## src/rtl/ttl_pkg.sv

```systemverilog
// Shared definitions for the serial TTL link (receive path; transmit to follow).
// Line levels, default bit-period divider and the receiver state encoding.
package ttl_pkg;

    localparam int               CNT_W    = 13;
    localparam logic [CNT_W-1:0] BAUD_DIV = 13'd2604;

    localparam logic IDLE  = 1'b1;
    localparam logic START = 1'b0;
    localparam logic STOP  = 1'b1;

    typedef enum logic [2:0] {
        s_idle,
        s_start,
        s_data,
        s_stop,
        s_wait
    } rx_state_e;

endpackage

```

## src/rtl/ttl_sync.sv

```systemverilog
// Two-flop synchronizer for an asynchronous, idle-high input.
// Both stages reset to 1 so a line at rest never looks like a start bit.
module ttl_sync (
    input  logic clk,
    input  logic rst_l,
    input  logic d_i,
    output logic q_o
);

    logic s1_q;
    logic s2_q;

    always_ff @(posedge clk or negedge rst_l) begin
        if (!rst_l) begin
            s1_q <= 1'b1;
            s2_q <= 1'b1;
        end else begin
            s1_q <= d_i;
            s2_q <= s1_q;
        end
    end

    assign q_o = s2_q;

endmodule

```

## src/rtl/ttl_recv.sv

```systemverilog
// 8N1 serial receiver: mid-bit sampling, LSB-first reassembly,
// valid/rd hand-off with framing-error pulse and sticky overrun.
module ttl_recv #(
    parameter int               CNT_W    = ttl_pkg::CNT_W,
    parameter logic [CNT_W-1:0] BAUD_DIV = ttl_pkg::BAUD_DIV,
    parameter logic [CNT_W-1:0] HALF_DIV = BAUD_DIV / 2
) (
    input  logic       clk,
    input  logic       rst_l,
    input  logic       rx,
    input  logic       rd,
    output logic [7:0] byte_out,
    output logic       valid,
    output logic       frame_err,
    output logic       overrun,
    output logic       busy
);

    import ttl_pkg::*;

    logic rx_s;

    ttl_sync u_sync (
        .clk   (clk),
        .rst_l (rst_l),
        .d_i   (rx),
        .q_o   (rx_s)
    );

    rx_state_e        state_q, state_d;
    logic [CNT_W-1:0] cnt_q, cnt_d;
    logic [3:0]       bit_q, bit_d;
    logic [7:0]       shift_q, shift_d;
    logic [7:0]       byte_q, byte_d;
    logic             valid_q, valid_d;
    logic             ferr_q, ferr_d;
    logic             ovr_q, ovr_d;
    logic             done;
    logic             accept;

    always_comb begin
        state_d = state_q;
        cnt_d   = cnt_q;
        bit_d   = bit_q;
        shift_d = shift_q;
        ferr_d  = 1'b0;
        done    = 1'b0;
        unique case (state_q)
            s_idle: begin
                cnt_d = '0;
                if (rx_s == START) begin
                    state_d = s_start;
                end
            end
            s_start: begin
                if (cnt_q == HALF_DIV) begin
                    cnt_d   = '0;
                    state_d = (rx_s == START) ? s_data : s_idle;
                end else begin
                    cnt_d = cnt_q + 1'b1;
                end
            end
            s_data: begin
                if (cnt_q == BAUD_DIV) begin
                    cnt_d   = '0;
                    shift_d = {rx_s, shift_q[7:1]};
                    if (bit_q == 4'd7) begin
                        bit_d   = '0;
                        state_d = s_stop;
                    end else begin
                        bit_d = bit_q + 1'b1;
                    end
                end else begin
                    cnt_d = cnt_q + 1'b1;
                end
            end
            s_stop: begin
                if (cnt_q == BAUD_DIV) begin
                    cnt_d = '0;
                    if (rx_s == STOP) begin
                        done    = 1'b1;
                        state_d = s_idle;
                    end else begin
                        ferr_d  = 1'b1;
                        state_d = s_wait;
                    end
                end else begin
                    cnt_d = cnt_q + 1'b1;
                end
            end
            s_wait: begin
                // hold off until the line is released, so a break is one error
                cnt_d = '0;
                if (rx_s == IDLE) begin
                    state_d = s_idle;
                end
            end
            default: begin
                cnt_d   = '0;
                bit_d   = '0;
                state_d = s_idle;
            end
        endcase
    end

    assign accept = rd && valid_q;

    always_comb begin
        byte_d  = byte_q;
        valid_d = valid_q;
        ovr_d   = ovr_q;
        if (done) begin
            byte_d  = shift_q;
            valid_d = 1'b1;
            if (valid_q && !rd) begin
                ovr_d = 1'b1;
            end else if (accept) begin
                ovr_d = 1'b0;
            end
        end else if (accept) begin
            valid_d = 1'b0;
            ovr_d   = 1'b0;
        end
    end

    always_ff @(posedge clk or negedge rst_l) begin
        if (!rst_l) begin
            state_q <= s_idle;
            cnt_q   <= '0;
            bit_q   <= '0;
            shift_q <= '0;
            byte_q  <= '0;
            valid_q <= 1'b0;
            ferr_q  <= 1'b0;
            ovr_q   <= 1'b0;
        end else begin
            state_q <= state_d;
            cnt_q   <= cnt_d;
            bit_q   <= bit_d;
            shift_q <= shift_d;
            byte_q  <= byte_d;
            valid_q <= valid_d;
            ferr_q  <= ferr_d;
            ovr_q   <= ovr_d;
        end
    end

    assign byte_out  = byte_q;
    assign valid     = valid_q;
    assign frame_err = ferr_q;
    assign overrun   = ovr_q;
    assign busy      = (state_q != s_idle);

endmodule

```

## config.mk

```make
export PLATFORM = sky130hd
export DESIGN_NAME = ttl_recv
export DESIGN_NICKNAME = d
export VERILOG_FILES = /design/src/rtl/ttl_pkg.sv /design/src/rtl/ttl_sync.sv /design/src/rtl/ttl_recv.sv
export SDC_FILE = /design/constraint.sdc
export NUM_CORES = 1
export LEC_CHECK = 0
export ABC_AREA = 1
export BUFFER_PORTS_ARGS = -buffer_cell sky130_fd_sc_hd__buf_4
export CORE_MARGIN = 2
export CORE_UTILIZATION = 53
export CTS_CLUSTER_DIAMETER = 100
export DETAILED_ROUTE_END_ITERATION = 8
export GPL_TIMING_DRIVEN = 0
export PLACE_DENSITY = 0.75
export SLEW_MARGIN = 15
export SYNTH_ARGS = -nofsm -noshare
export SYNTH_HDL_FRONTEND = slang
export SYNTH_HIERARCHICAL = 1
export SYNTH_SLANG_ARGS = --single-unit
```

## constraint.sdc

```tcl
create_clock -name clk -period 1.5 [get_ports clk]
set_input_delay 0.3 -clock clk [delete_from_list [all_inputs] [get_ports clk]]
set_output_delay 0.3 -clock clk [all_outputs]
set_load 0.02 [all_outputs]
```

==> out/metrics.yaml <==
placed_design:
  hpwl_um: 2470
  dpl.cell_count: 311
  dpl_cell_area_mm2: 0.00225
  port-buffer-count: 15
  gp_congestion: 0.827
  dp_slack_ns: -0.0923
sta:
  worst_slew_pin_slew_ns: 0.501
  finalSetupTns_ns: 0
  period_needed_ns: 1.47
  worst_clock_skew_ns: 0.00841
  drv_slew: 0
  slew_headroom_pct: 66.6
  fmax_mhz: 679
  finalCritPeriodShare_pct: 98.2
  setup_viol: 0
  finalWorstSetupSlack_ns: 0.0267
  rsz0062_at_grt: "yes"
  hold_viol_final: 0
floorplan:
  io_pins: 16
  dieArea_mm2: 0.00444
  start_util_pct: 55.9
  core_mm2: 0.00372
  die_w_um: 66.6
  die_h_um: 66.6
  num_rows: 22
clock_network:
  clock-sinks: 41
  clockRootBuffer: "clkbuf_8"
  cts_tree: "built"
  clk_latency_ns: 0.30
  clockBufferDepth: 2
  htreeDepth: 2
  clk_pin_slew_ns: 0.08
  cts_buffers: 5
synth:
  yosys_warnings: 6
  syn_nets: 256
  synth-seq-cells: 41
  yosys.area.top_type: "dfrtp_1"
  yosys.area.top_type_share_pct: 47.0
  synth.area.top_cells: "dfrtp_1 47%, nand2_1 12%, o21ai_2 6.3%"
  netlist_instances: 248
  yosysSeqAreaShare_pct: 49.5
  yosysUniqueCellTypes: 24
  synth_area_mm2: 0.00208
  synth.avg_cell_area_um2: 8.38
grt:
  grt_pass1_wl_um: 6360
  grt_max_degree: 42
  antenna_found_initial: 0
  grt_pass1_vias: 1434
  grt_usage_pct: 19.3
  gr-total-overflow: 0
status:
  status: "completed"
worst_setup_path:
  endpoint_kind: "flip-flop"
  worst_ep_required_time_ns: 1.69
  worstPathArrival_ns: 1.66
  critPathMaxFanout: 8
  critPathKind: "flip-flop to flip-flop"
  reg2reg_slack_ns: 0.03
  setup.worst_path.start_class: "flip-flop"
routing:
  remaining_drc_errors: 0
  drt_iter0_drc: 113
  viasPerCell: 4.77
  drt-total-wl_um: 3640
  first_pass_iters: 4
  vias: 1550
  drtAntennaViolNets: 0
  wl_per_cell_um: 11.2
run:
  maxCapViolations: 0
cells_and_area:
  area_growth_pct: 22.2
  final_cells: 325
  design_area_mm2: 0.00254
  drive_gt1_share_pct: 33.6
  nets: 284
  diodes: 0
pwr:
  max-vdd-ir-drop_mv: 0.619
  power_mw: 1.86
  pwr_density_cell_mw_per_mm2: 731
  total_leakage_power_nw: 1.15
hold_path:
  hp-class: "input pin to flip-flop"
## logic make-up after synthesis
group / Yosys count / synth area share [%]
and+or+nand+nor: 132 / 28.5
DFF: 41 / 49.5
buffers and inverters: 39 / 7.89
AOI/OAI and AO/OA: 25 / 8.73
xor gates and xnor gates: 7 / 2.95
adders and majority gates: 4 / 2.41
## path summary, 6_finish.rpt
kind	depth (start not counted)	endpoint	from
worst max-delay path	10	byte_out[6]	cnt_q[0]
worst min-delay path	1	u_sync/s1_q	rx
worst max register to register	10	byte_out[6]	cnt_q[0]
worst min register to register	0	u_sync/q_o	u_sync/s1_q
max in group asynchronous	2	state_q[0]	rst_l
min in group asynchronous	2	frame_err	rst_l
## metrics by stage
| stage | util (%) | hold slack, ns |
|---|---|---|
| after floorplan | - | 0.00441 |
| after global placement | 60.6 | 0.310 |
| after detailed placement | 60.6 | 0.312 |
| after CTS | 63.7 | 0.0998 |
| after global routing | 68.4 | 0.0917 |
| final | 68.4 | 0.109 |
## metal layers
layer | part of all wire, % | track usage (%)
met3 | 3.4 | 5.41
met2 | 44 | 27.5
met1 | 51 | 27.9
met5 | 0 | 0
met4 | 1.7 | 7.65
## what timing repair did
item                                   in CTS  in global routing
endpoints found under the hold margin      39                  0
setup buffers                               1                  3
setup endpoints to repair                  26                 38
resized for setup                           6                 36
cloned                                      1                  1
pin swaps                                   2                  7
hold buffers                                1                  0
## power by group
group,internal (mW),leakage [nW],switching (mW),total (mW)
Sequential,1.11,0.549,0.00273,1.11
Combinational,0.00757,0.560,0.0254,0.0329
Clock,0.321,0.0439,0.391,0.712
Total,1.44,1.15,0.419,1.86
## layout make-up
| cell class | count | area, µm² |
|---|---|---|
| inverters | 37 | 146 |
| repair buffers | 21 | 178 |
| well taps | 48 | 60.1 |
| plain buffers | 1 | 20.0 |
| fillers | 291 | 1180 |
| multi-input cells | 168 | 1010 |
| clock inverters | 3 | 17.5 |
| clock buffers | 5 | 68.8 |
| flip-flops and latches | 41 | 1030 |
| repair inverters | 1 | 7.51 |
## flip-flops by register name, summed over array words and instances (netlist names), named ones only
| register | flops |
|---|---|
| valid | 1 |
| u_sync/s1_q | 1 |
| shift_q | 8 |
| u_sync/q_o | 1 |
| frame_err | 1 |
| state_q | 3 |
| byte_out | 8 |
| bit_q | 4 |
| cnt_q | 13 |
## worst max-delay path: stages, from the launching register on
cell and delay (ns):
dfrtp_1 0.41, inv_2 0.09, ha_4 0.12, nand2_2 0.06, nor2_4 0.12, nand3_4 0.14, inv_6 0.12, nand2_8 0.08
buf_12 0.14, nand2_4 0.04, o21ai_2 0.04
## cells in the mapped netlist
cell type and n:
nand2_2 7, xnor2_1 1, dfrtp_1 39, xor2_1 6
nand2_4 3, buf_6 2, nand3_4 1, nand3b_1 1
a21oi_1 1, o21ai_0 9, ha_1 4, inv_2 4
nand2_1 65, nor2_1 34, inv_1 32, nor3_1 3
nor2_2 2, or2_2 1, nor2_4 1, nand4_1 3
dfstp_2 2, nand3_1 11, inv_4 1, o21ai_2 15
## placed cells by master, fill, tap and decap left out, drive strengths merged
cell          n
nor2         37
buf          20
dfrtp        39
ha            4
nor3          3
xnor2         1
nand3        12
clkinv        2
clkbuf        6
nand2        75
o21ai        24
dfstp         2
a21oi         1
nand4         3
nand3b        1
dlygate4sd3   1
clkinvlp      2
inv          37
xor2          6
or2           1
Note: power is estimated with default switching activity, not from simulation.
